**config.mk**
```make
export PLATFORM = sky130hd
export DESIGN_NAME = legv8_control_unit
export DESIGN_NICKNAME = d
export VERILOG_FILES = /design/src/rtl/legv8_control_unit.sv
export SDC_FILE = /design/constraint.sdc
export NUM_CORES = 1
export LEC_CHECK = 0
export CORE_MARGIN = 2
export CORE_UTILIZATION = 34
export DETAILED_ROUTE_END_ITERATION = 10
export PLACE_DENSITY_LB_ADDON = 0.2
export SETUP_SLACK_MARGIN = 0.02
export SLEW_MARGIN = 20
export SYNTH_ARGS = -nofsm -noshare
export SYNTH_HDL_FRONTEND = slang
export SYNTH_SLANG_ARGS = --single-unit
```
**constraint.sdc**
```tcl
create_clock -name clock -period 2.68 [get_ports clock]
set_input_delay 0.402 -clock clock [delete_from_list [all_inputs] [get_ports clock]]
set_output_delay 0.402 -clock clock [all_outputs]
set_load 0.05 [all_outputs]
```
**src/rtl/legv8_control_unit.sv**
```systemverilog
// LEGv8 multi-cycle control unit: FETCH -> DECODE -> EXEC [-> MEM], sticky HALT on illegal opcode.
// State is registered; controlWord and k are decoded from state, IR and status, forced to zero during reset.
module legv8_control_unit #(
  parameter int CW_WIDTH        = 36,
  parameter int K_WIDTH         = 32,
  parameter bit HALT_ON_ILLEGAL = 1'b1
) (
  input  logic                clock,
  input  logic                reset,
  input  logic [31:0]         IR,
  input  logic [3:0]          status,
  output logic [CW_WIDTH-1:0] controlWord,
  output logic [K_WIDTH-1:0]  k,
  output logic [2:0]          state,
  output logic                halted
);

  typedef enum logic [2:0] {
    S_FETCH  = 3'd0,
    S_DECODE = 3'd1,
    S_EXEC   = 3'd2,
    S_MEM    = 3'd3,
    S_HALT   = 3'd4
  } state_t;

  typedef enum logic [4:0] {
    OP_ADD, OP_SUB, OP_AND, OP_ORR, OP_ADDS, OP_SUBS,
    OP_ADDI, OP_SUBI, OP_LDUR, OP_STUR,
    OP_B, OP_BL, OP_BR, OP_BCOND, OP_CBZ, OP_CBNZ, OP_ILL
  } op_t;

  typedef struct packed {
    logic [4:0] fs;
    logic [4:0] sa;
    logic [4:0] sb;
    logic [4:0] da;
    logic       w_reg;
    logic       c0;
    logic [1:0] mem_cs;
    logic       b_sel;
    logic       mem_write_en;
    logic       ir_load;
    logic       status_load;
    logic [1:0] size;
    logic       add_tri_sel;
    logic [1:0] data_tri_sel;
    logic       pc_sel;
    logic [1:0] pc_fs;
  } cw_t;

  localparam logic [4:0] FS_AND = 5'b00000;
  localparam logic [4:0] FS_ORR = 5'b00100;
  localparam logic [4:0] FS_ADD = 5'b01000;
  localparam logic [4:0] FS_SUB = 5'b01010;

  state_t      r_state;
  logic        r_sub;
  logic        r_halted;
  op_t         w_op;
  cw_t         w_cw;
  logic [31:0] w_k;
  logic [35:0] w_cw_bits;
  logic        w_is_cb;
  logic [31:0] w_imm9;
  logic [31:0] w_imm19;
  logic [31:0] w_imm26;

  // Status is packed {V,C,N,Z}; condition codes follow the LEGv8 encoding.
  function automatic logic cond_true(input logic [3:0] cond, input logic [3:0] st);
    logic v, c, n, z;
    {v, c, n, z} = st;
    case (cond)
      4'h0:    return z;
      4'h1:    return !z;
      4'h2:    return c;
      4'h3:    return !c;
      4'h4:    return n;
      4'h5:    return !n;
      4'h6:    return v;
      4'h7:    return !v;
      4'h8:    return c && !z;
      4'h9:    return !(c && !z);
      4'hA:    return n == v;
      4'hB:    return n != v;
      4'hC:    return !z && (n == v);
      4'hD:    return !(!z && (n == v));
      default: return 1'b1;
    endcase
  endfunction

  // Longest opcode wins: 11-bit, then 10-, 8-, 6-bit prefixes.
  always_comb begin
    w_op = OP_ILL;
    if      (IR[31:21] == 11'b10001011000) w_op = OP_ADD;
    else if (IR[31:21] == 11'b11001011000) w_op = OP_SUB;
    else if (IR[31:21] == 11'b10001010000) w_op = OP_AND;
    else if (IR[31:21] == 11'b10101010000) w_op = OP_ORR;
    else if (IR[31:21] == 11'b10101011000) w_op = OP_ADDS;
    else if (IR[31:21] == 11'b11101011000) w_op = OP_SUBS;
    else if (IR[31:21] == 11'b11111000010) w_op = OP_LDUR;
    else if (IR[31:21] == 11'b11111000000) w_op = OP_STUR;
    else if (IR[31:21] == 11'b11010110000) w_op = OP_BR;
    else if (IR[31:22] == 10'b1001000100)  w_op = OP_ADDI;
    else if (IR[31:22] == 10'b1101000100)  w_op = OP_SUBI;
    else if (IR[31:24] == 8'b01010100)     w_op = OP_BCOND;
    else if (IR[31:24] == 8'b10110100)     w_op = OP_CBZ;
    else if (IR[31:24] == 8'b10110101)     w_op = OP_CBNZ;
    else if (IR[31:26] == 6'b000101)       w_op = OP_B;
    else if (IR[31:26] == 6'b100101)       w_op = OP_BL;
  end

  assign w_is_cb = (w_op == OP_CBZ) || (w_op == OP_CBNZ);
  assign w_imm9  = {{23{IR[20]}}, IR[20:12]};
  assign w_imm19 = {{13{IR[23]}}, IR[23:5]};
  assign w_imm26 = {{6{IR[25]}}, IR[25:0]};

  always_comb begin
    w_cw = '0;
    w_k  = '0;
    case (r_state)
      S_FETCH: begin
        w_cw.add_tri_sel  = 1'b1;
        w_cw.data_tri_sel = 2'b11;
        w_cw.mem_cs       = 2'b01;
        w_cw.size         = 2'b11;
        w_cw.ir_load      = 1'b1;
        w_cw.pc_fs        = 2'b01;
      end
      S_EXEC, S_MEM: begin
        case (w_op)
          OP_ADD, OP_SUB, OP_AND, OP_ORR, OP_ADDS, OP_SUBS: begin
            w_cw.sa          = IR[9:5];
            w_cw.sb          = IR[20:16];
            w_cw.da          = IR[4:0];
            w_cw.w_reg       = 1'b1;
            w_cw.status_load = (w_op == OP_ADDS) || (w_op == OP_SUBS);
            w_cw.c0          = (w_op == OP_SUB) || (w_op == OP_SUBS);
            case (w_op)
              OP_AND:          w_cw.fs = FS_AND;
              OP_ORR:          w_cw.fs = FS_ORR;
              OP_SUB, OP_SUBS: w_cw.fs = FS_SUB;
              default:         w_cw.fs = FS_ADD;
            endcase
          end
          OP_ADDI, OP_SUBI: begin
            w_cw.fs    = (w_op == OP_SUBI) ? FS_SUB : FS_ADD;
            w_cw.c0    = (w_op == OP_SUBI);
            w_cw.sa    = IR[9:5];
            w_cw.da    = IR[4:0];
            w_cw.b_sel = 1'b1;
            w_cw.w_reg = 1'b1;
            w_k        = {20'd0, IR[21:10]};
          end
          OP_LDUR: begin
            w_cw.fs     = FS_ADD;
            w_cw.sa     = IR[9:5];
            w_cw.b_sel  = 1'b1;
            w_cw.mem_cs = 2'b10;
            w_cw.size   = 2'b11;
            w_k         = w_imm9;
            // The load result is written back only in the MEM cycle.
            if (r_state == S_MEM) begin
              w_cw.data_tri_sel = 2'b11;
              w_cw.da           = IR[4:0];
              w_cw.w_reg        = 1'b1;
            end
          end
          OP_STUR: begin
            w_cw.fs           = FS_ADD;
            w_cw.sa           = IR[9:5];
            w_cw.sb           = IR[4:0];
            w_cw.b_sel        = 1'b1;
            w_cw.mem_cs       = 2'b10;
            w_cw.size         = 2'b11;
            w_cw.data_tri_sel = 2'b01;
            w_cw.mem_write_en = 1'b1;
            w_k               = w_imm9;
          end
          OP_B, OP_BL: begin
            w_cw.pc_sel = 1'b1;
            w_cw.pc_fs  = 2'b10;
            w_k         = w_imm26;
            if (w_op == OP_BL) begin
              w_cw.data_tri_sel = 2'b10;
              w_cw.da           = 5'd30;
              w_cw.w_reg        = 1'b1;
            end
          end
          OP_BR: begin
            w_cw.sa    = IR[9:5];
            w_cw.pc_fs = 2'b11;
          end
          OP_BCOND: begin
            w_cw.pc_sel = 1'b1;
            w_cw.pc_fs  = cond_true(IR[3:0], status) ? 2'b10 : 2'b00;
            w_k         = w_imm19;
          end
          OP_CBZ, OP_CBNZ: begin
            if (!r_sub) begin
              // Pass Rt through the ALU (Rt | 0) purely to refresh the Z flag.
              w_cw.fs          = FS_ORR;
              w_cw.sa          = IR[4:0];
              w_cw.b_sel       = 1'b1;
              w_cw.status_load = 1'b1;
            end else begin
              w_cw.pc_sel = 1'b1;
              w_cw.pc_fs  = (status[0] == (w_op == OP_CBZ)) ? 2'b10 : 2'b00;
              w_k         = w_imm19;
            end
          end
          default: ;
        endcase
      end
      default: ;
    endcase
  end

  always_ff @(posedge clock) begin
    if (reset) begin
      r_state  <= S_FETCH;
      r_sub    <= 1'b0;
      r_halted <= 1'b0;
    end else begin
      case (r_state)
        S_FETCH: r_state <= S_DECODE;
        S_DECODE: begin
          r_sub <= 1'b0;
          if ((w_op == OP_ILL) && HALT_ON_ILLEGAL) begin
            r_state  <= S_HALT;
            r_halted <= 1'b1;
          end else begin
            r_state <= S_EXEC;
          end
        end
        S_EXEC: begin
          if (w_is_cb && !r_sub) begin
            r_sub <= 1'b1;
          end else begin
            r_sub   <= 1'b0;
            r_state <= (w_op == OP_LDUR) ? S_MEM : S_FETCH;
          end
        end
        S_MEM:   r_state <= S_FETCH;
        S_HALT:  r_state <= S_HALT;
        default: r_state <= S_FETCH;
      endcase
    end
  end

  assign w_cw_bits   = w_cw;
  assign controlWord = reset ? '0 : CW_WIDTH'(w_cw_bits);
  assign k           = reset ? '0 : K_WIDTH'(w_k);
  assign state       = r_state;
  assign halted      = r_halted;

endmodule
```
==> results of run 1 <==
stage by stage:
stage	util [%]	cell area, sq um
3_5_place_dp	84.1	4050
4_1_cts	96.7	4660
3_3_place_gp	84.1	4050
2_1_floorplan	-	1960
what timing repair did:
action,4_1_cts
cloned,3
resized for setup,133
setup buffers,16
pin swaps,25
setup endpoints to repair,62
kinds of logic after synthesis:
group	share of synthesized area, %
compound gates	37.9
xor+xnor	1.52
buf+inv	12.2
flops	5.79
mux	1.88
other cells	0.217
simple gates	40.4
==> results.cfg, run 1 <==
[clock_tree]
cts_sinks = 5
clk_path_buf_depth = 2
cts-root-buf = clkbuf_8
postCtsHoldBufs = 0
h-tree-depth = 1
numCtsBuffers = 3

[synth]
synth_flop_cell = dfxtp_1
yosysMostFrequentCell = nand2_1
async_reset_ff_share_pct = 0
synth_warnings = 0
synth_area_sq_um = 1730
ys_ff_latch = 5
synth.largest_area_cell = nand2_1
synth_cell_type_count = 59
ys_seq_area_share_pct = 5.79
postSynthCellCount = 276
yosys.area.top_type_share_pct = 9.33
synth_edf_count = 0
yosys-top-cells-area = nand2_1 9.3%, nor2_1 7.2%, a22o_1 6.6%
avgSynthCellArea_sq_um = 6.27
synth_commonest_cells = 43 x nand2_1, 33 x nor2_1, 22 x a21oi_1

[status]
outcome = stopped before the end
stop_error = [ERROR DPL-0038] Utilization greater than 100%, impossible to legalize
stop_stage = global routing (5_1_grt)

[placed_design]
dp_cells = 485
place_congestion = 1.04
dp_worst_setup_slack_ns = -0.625
place.port_buffers = 107
dp_hpwl_um = 6930

[floorplan]
start_util_pct = 35.9
die_w_um = 75.3
io_pins = 110
rows = 25
die_y_um = 75.3

[grt]
grt_max_degree = 28

[timing]
worstEndpointType = top-level output
crit_endpoint = k[4]
==> run 2, diff against run 1 <==
CORE_UTILIZATION = 38   (was 34)
PLACE_DENSITY_LB_ADDON = 0.15   (was 0.2)
SETUP_SLACK_MARGIN = not set   (was 0.02)
clock period = 3.5 ns   (was 2.68 ns; I/O delays follow)
==> run 2 against run 1 <==
The flow now finishes without violations. Synthesized cell count stayed put. Area after synthesis did not move.
==> results.cfg, run 2 <==
[worst_setup_path]
cp_data_required_time_ns = 2.97
critPathMaxStageDelay_ns = 0.51
cp.arrival_ns = 2.92
crit_path_frequent_cell = buf_4
critical_path.cell_chain = clkdlybuf4s50_1 -> buf_4 -> and4bb_2 -> nor4_1 -> buf_4 -> nand2_1 -> mux2_2 -> o21ai_2 -> buf_12
crit_fanout = 7
timing.rr.start = state[1]$_SDFFE_PP0N_
reg2regPathDepth = 3
r2r_end = state[1]$_SDFFE_PP0N_
rrSetupSlack_ns = 1.78
startpoint_type = primary input
criticalPathCategory = primary input to primary output
slowest_stage = clkdlybuf4s50_1
cp-end-kind = primary output

[grt]
grt_usage_pct = 29.4
grt_max_degree = 27
grt_pass1_wl_um = 12300
antenna_found_initial = 0
grt_overflow = 0
grt_pass1_vias = 2510

[status]
outcome = complete, no violations

[floorplan]
dieArea_sq_um = 5110
die_y_um = 71.5
rows = 24
io_pins = 110
core_area_sq_um = 4350
die_w_um = 71.5
start_util_pct = 39.7

[synth]
postSynthCellCount = 276
synth_commonest_cells = 43 x nand2_1, 33 x nor2_1, 22 x a21oi_1
yosysMostFrequentCell = nand2_1
synth_edf_count = 0
yosys.area.top_type_share_pct = 9.33
ys_seq_area_share_pct = 5.79
yosys-top-cells-area = nand2_1 9.3%, nor2_1 7.2%, a22o_1 6.6%
synth_cell_type_count = 59
synth_flop_cell = dfxtp_1
avgSynthCellArea_sq_um = 6.27
async_reset_ff_share_pct = 0
ys_ff_latch = 5
synth_area_sq_um = 1730
synth.largest_area_cell = nand2_1
synth_warnings = 0

[final_layout]
most-common-layout-cells = 63 x buf_12, 43 x nand2_1, 40 x clkdlybuf4s50_1
largest_register_ffs = 3
final_nets = 427
final_core_util_pct = 85.1
antenna_cells = 0
syn2layout_area_growth_pct = 114
drive_above_1_share_pct = 32.0
final_cell_area_sq_um = 3710
final_common_cell = buf_12

[placed_design]
place.port_buffers = 107
place_congestion = 0.945
dpl-instance-area_sq_um = 3570
dp_hpwl_um = 6020

[power_and_ir_drop]
vdd_drop_max_v = 0.000319
leakage_nw = 1.33
finalPower_uw = 455
p_per_area_nw_per_um2 = 123

[timing]
fin_tns_setup_ns = 0
tightestPinTransition_ns = 0.573
setup_viol = 0
finClkSkew_ns = 0.00305
final-hold-violation-count = 0
period_share_pct = 98.3
slew-limit-headroom_pct = 61.7
slew_violations = 0
max_freq_mhz = 291
holdWs_ns = 0.485
period_needed_ns = 3.44

[clock_tree]
postCtsHoldBufs = 0
insertion_delay_ns = 0.22
clk_path_buf_depth = 2
numCtsBuffers = 3
h-tree-depth = 1
cts_tree = built
cts_sinks = 5
cts-root-buf = clkbuf_8
clk_pin_slew_ns = 0.04

[detailed_routing]
postRouteAntennaNets = 0
drt_first_pass_iters = 5
vias_per_cell = 6.27
drc = 0
drt_iter0_drc = 235
wl_per_cell_um = 18.6
via_count = 2759
drt-total-wl_um = 8190

[worst_hold_path]
hold_class = flop to flop
hp-start = halted$_SDFFE_PP0P_
min_to = halted$_SDFFE_PP0P_
hold_depth = 2

[job]
maxCapViolations = 0
==> run 2: cell type report <==
| type | count | area, sq um |
|---|---|---|
| Fill cell | 234 | 647 |
| Sequential cell | 5 | 100 |
| Multi-Input combinational cell | 232 | 1510 |
| Timing Repair Buffer | 141 | 1960 |
| Inverter | 6 | 22.5 |
| Clock buffer | 4 | 45.0 |
| Tap cell | 52 | 65.1 |
==> run 2: critical path: cells and delay by family <==
kind,cells,cell delay [ns]
multiplexers,1,0.29
AO/OA/AOI/OAI,1,0.20
AND/OR/NAND/NOR,3,0.82
buffers and inverters,4,1.08
==> run 2: report_power, final <==
part	total [mW]	internal [mW]	switching [mW]
clock network	0.110	0.0785	0.0316
logic	0.272	0.119	0.153
registers	0.0728	0.0618	0.0110
total	0.455	0.260	0.195
==> run 2: through the flow <==
step           cells  setup slack, ns
4_1_cts          439          -0.0208
3_5_place_dp     435           -0.104
5_1_grt          440         -0.00393
2_1_floorplan    277           0.0151
6_report         440           0.0586
3_3_place_gp     435          -0.0756
==> run 2: kinds of logic (layout without fill, tap and decap cells) <==
family / count (synthesis) / in the layout / share of synthesized area, %
AOI/OAI and AO/OA: 92 / 92 / 37.9
xor gates and xnor gates: 3 / 3 / 1.52
buffers and inverters: 40 / 151 / 12.2
DFF: 5 / 5 / 5.79
muxes: 3 / 3 / 1.88
other: 1 / 2 / 0.217
and+or+nand+nor: 132 / 132 / 40.4
==> run 2: repair_timing <==
item	in CTS	in global routing
setup buffers	0	1
setup endpoints to repair	43	44
gates resized for setup	8	12
pin swaps	0	1
gates cloned	0	0
==> run 2: layer usage <==
metal | up-vias | routed length, um | share of wire (%) | track usage, %
met1 | 1285 | 3200 | 39 | 38.4
met4 | 0 | 233 | 2.8 | 9.85
met3 | 27 | 667 | 8.1 | 2.67
met2 | 197 | 4090 | 50 | 50.8
li1 | 1250 | - | - | -
met5 | - | 0 | 0 | 0
==> run 2: worst max-delay path by stage <==
stage                      endpoint    from
floorplan                     k[16]  IR[29]
global placement              k[13]  IR[25]
CTS                           k[30]  IR[31]
detailed placement  controlWord[30]  IR[25]
finish               controlWord[4]  IR[29]
global route                  k[30]  IR[29]
(Power assumes the default switching activity.)
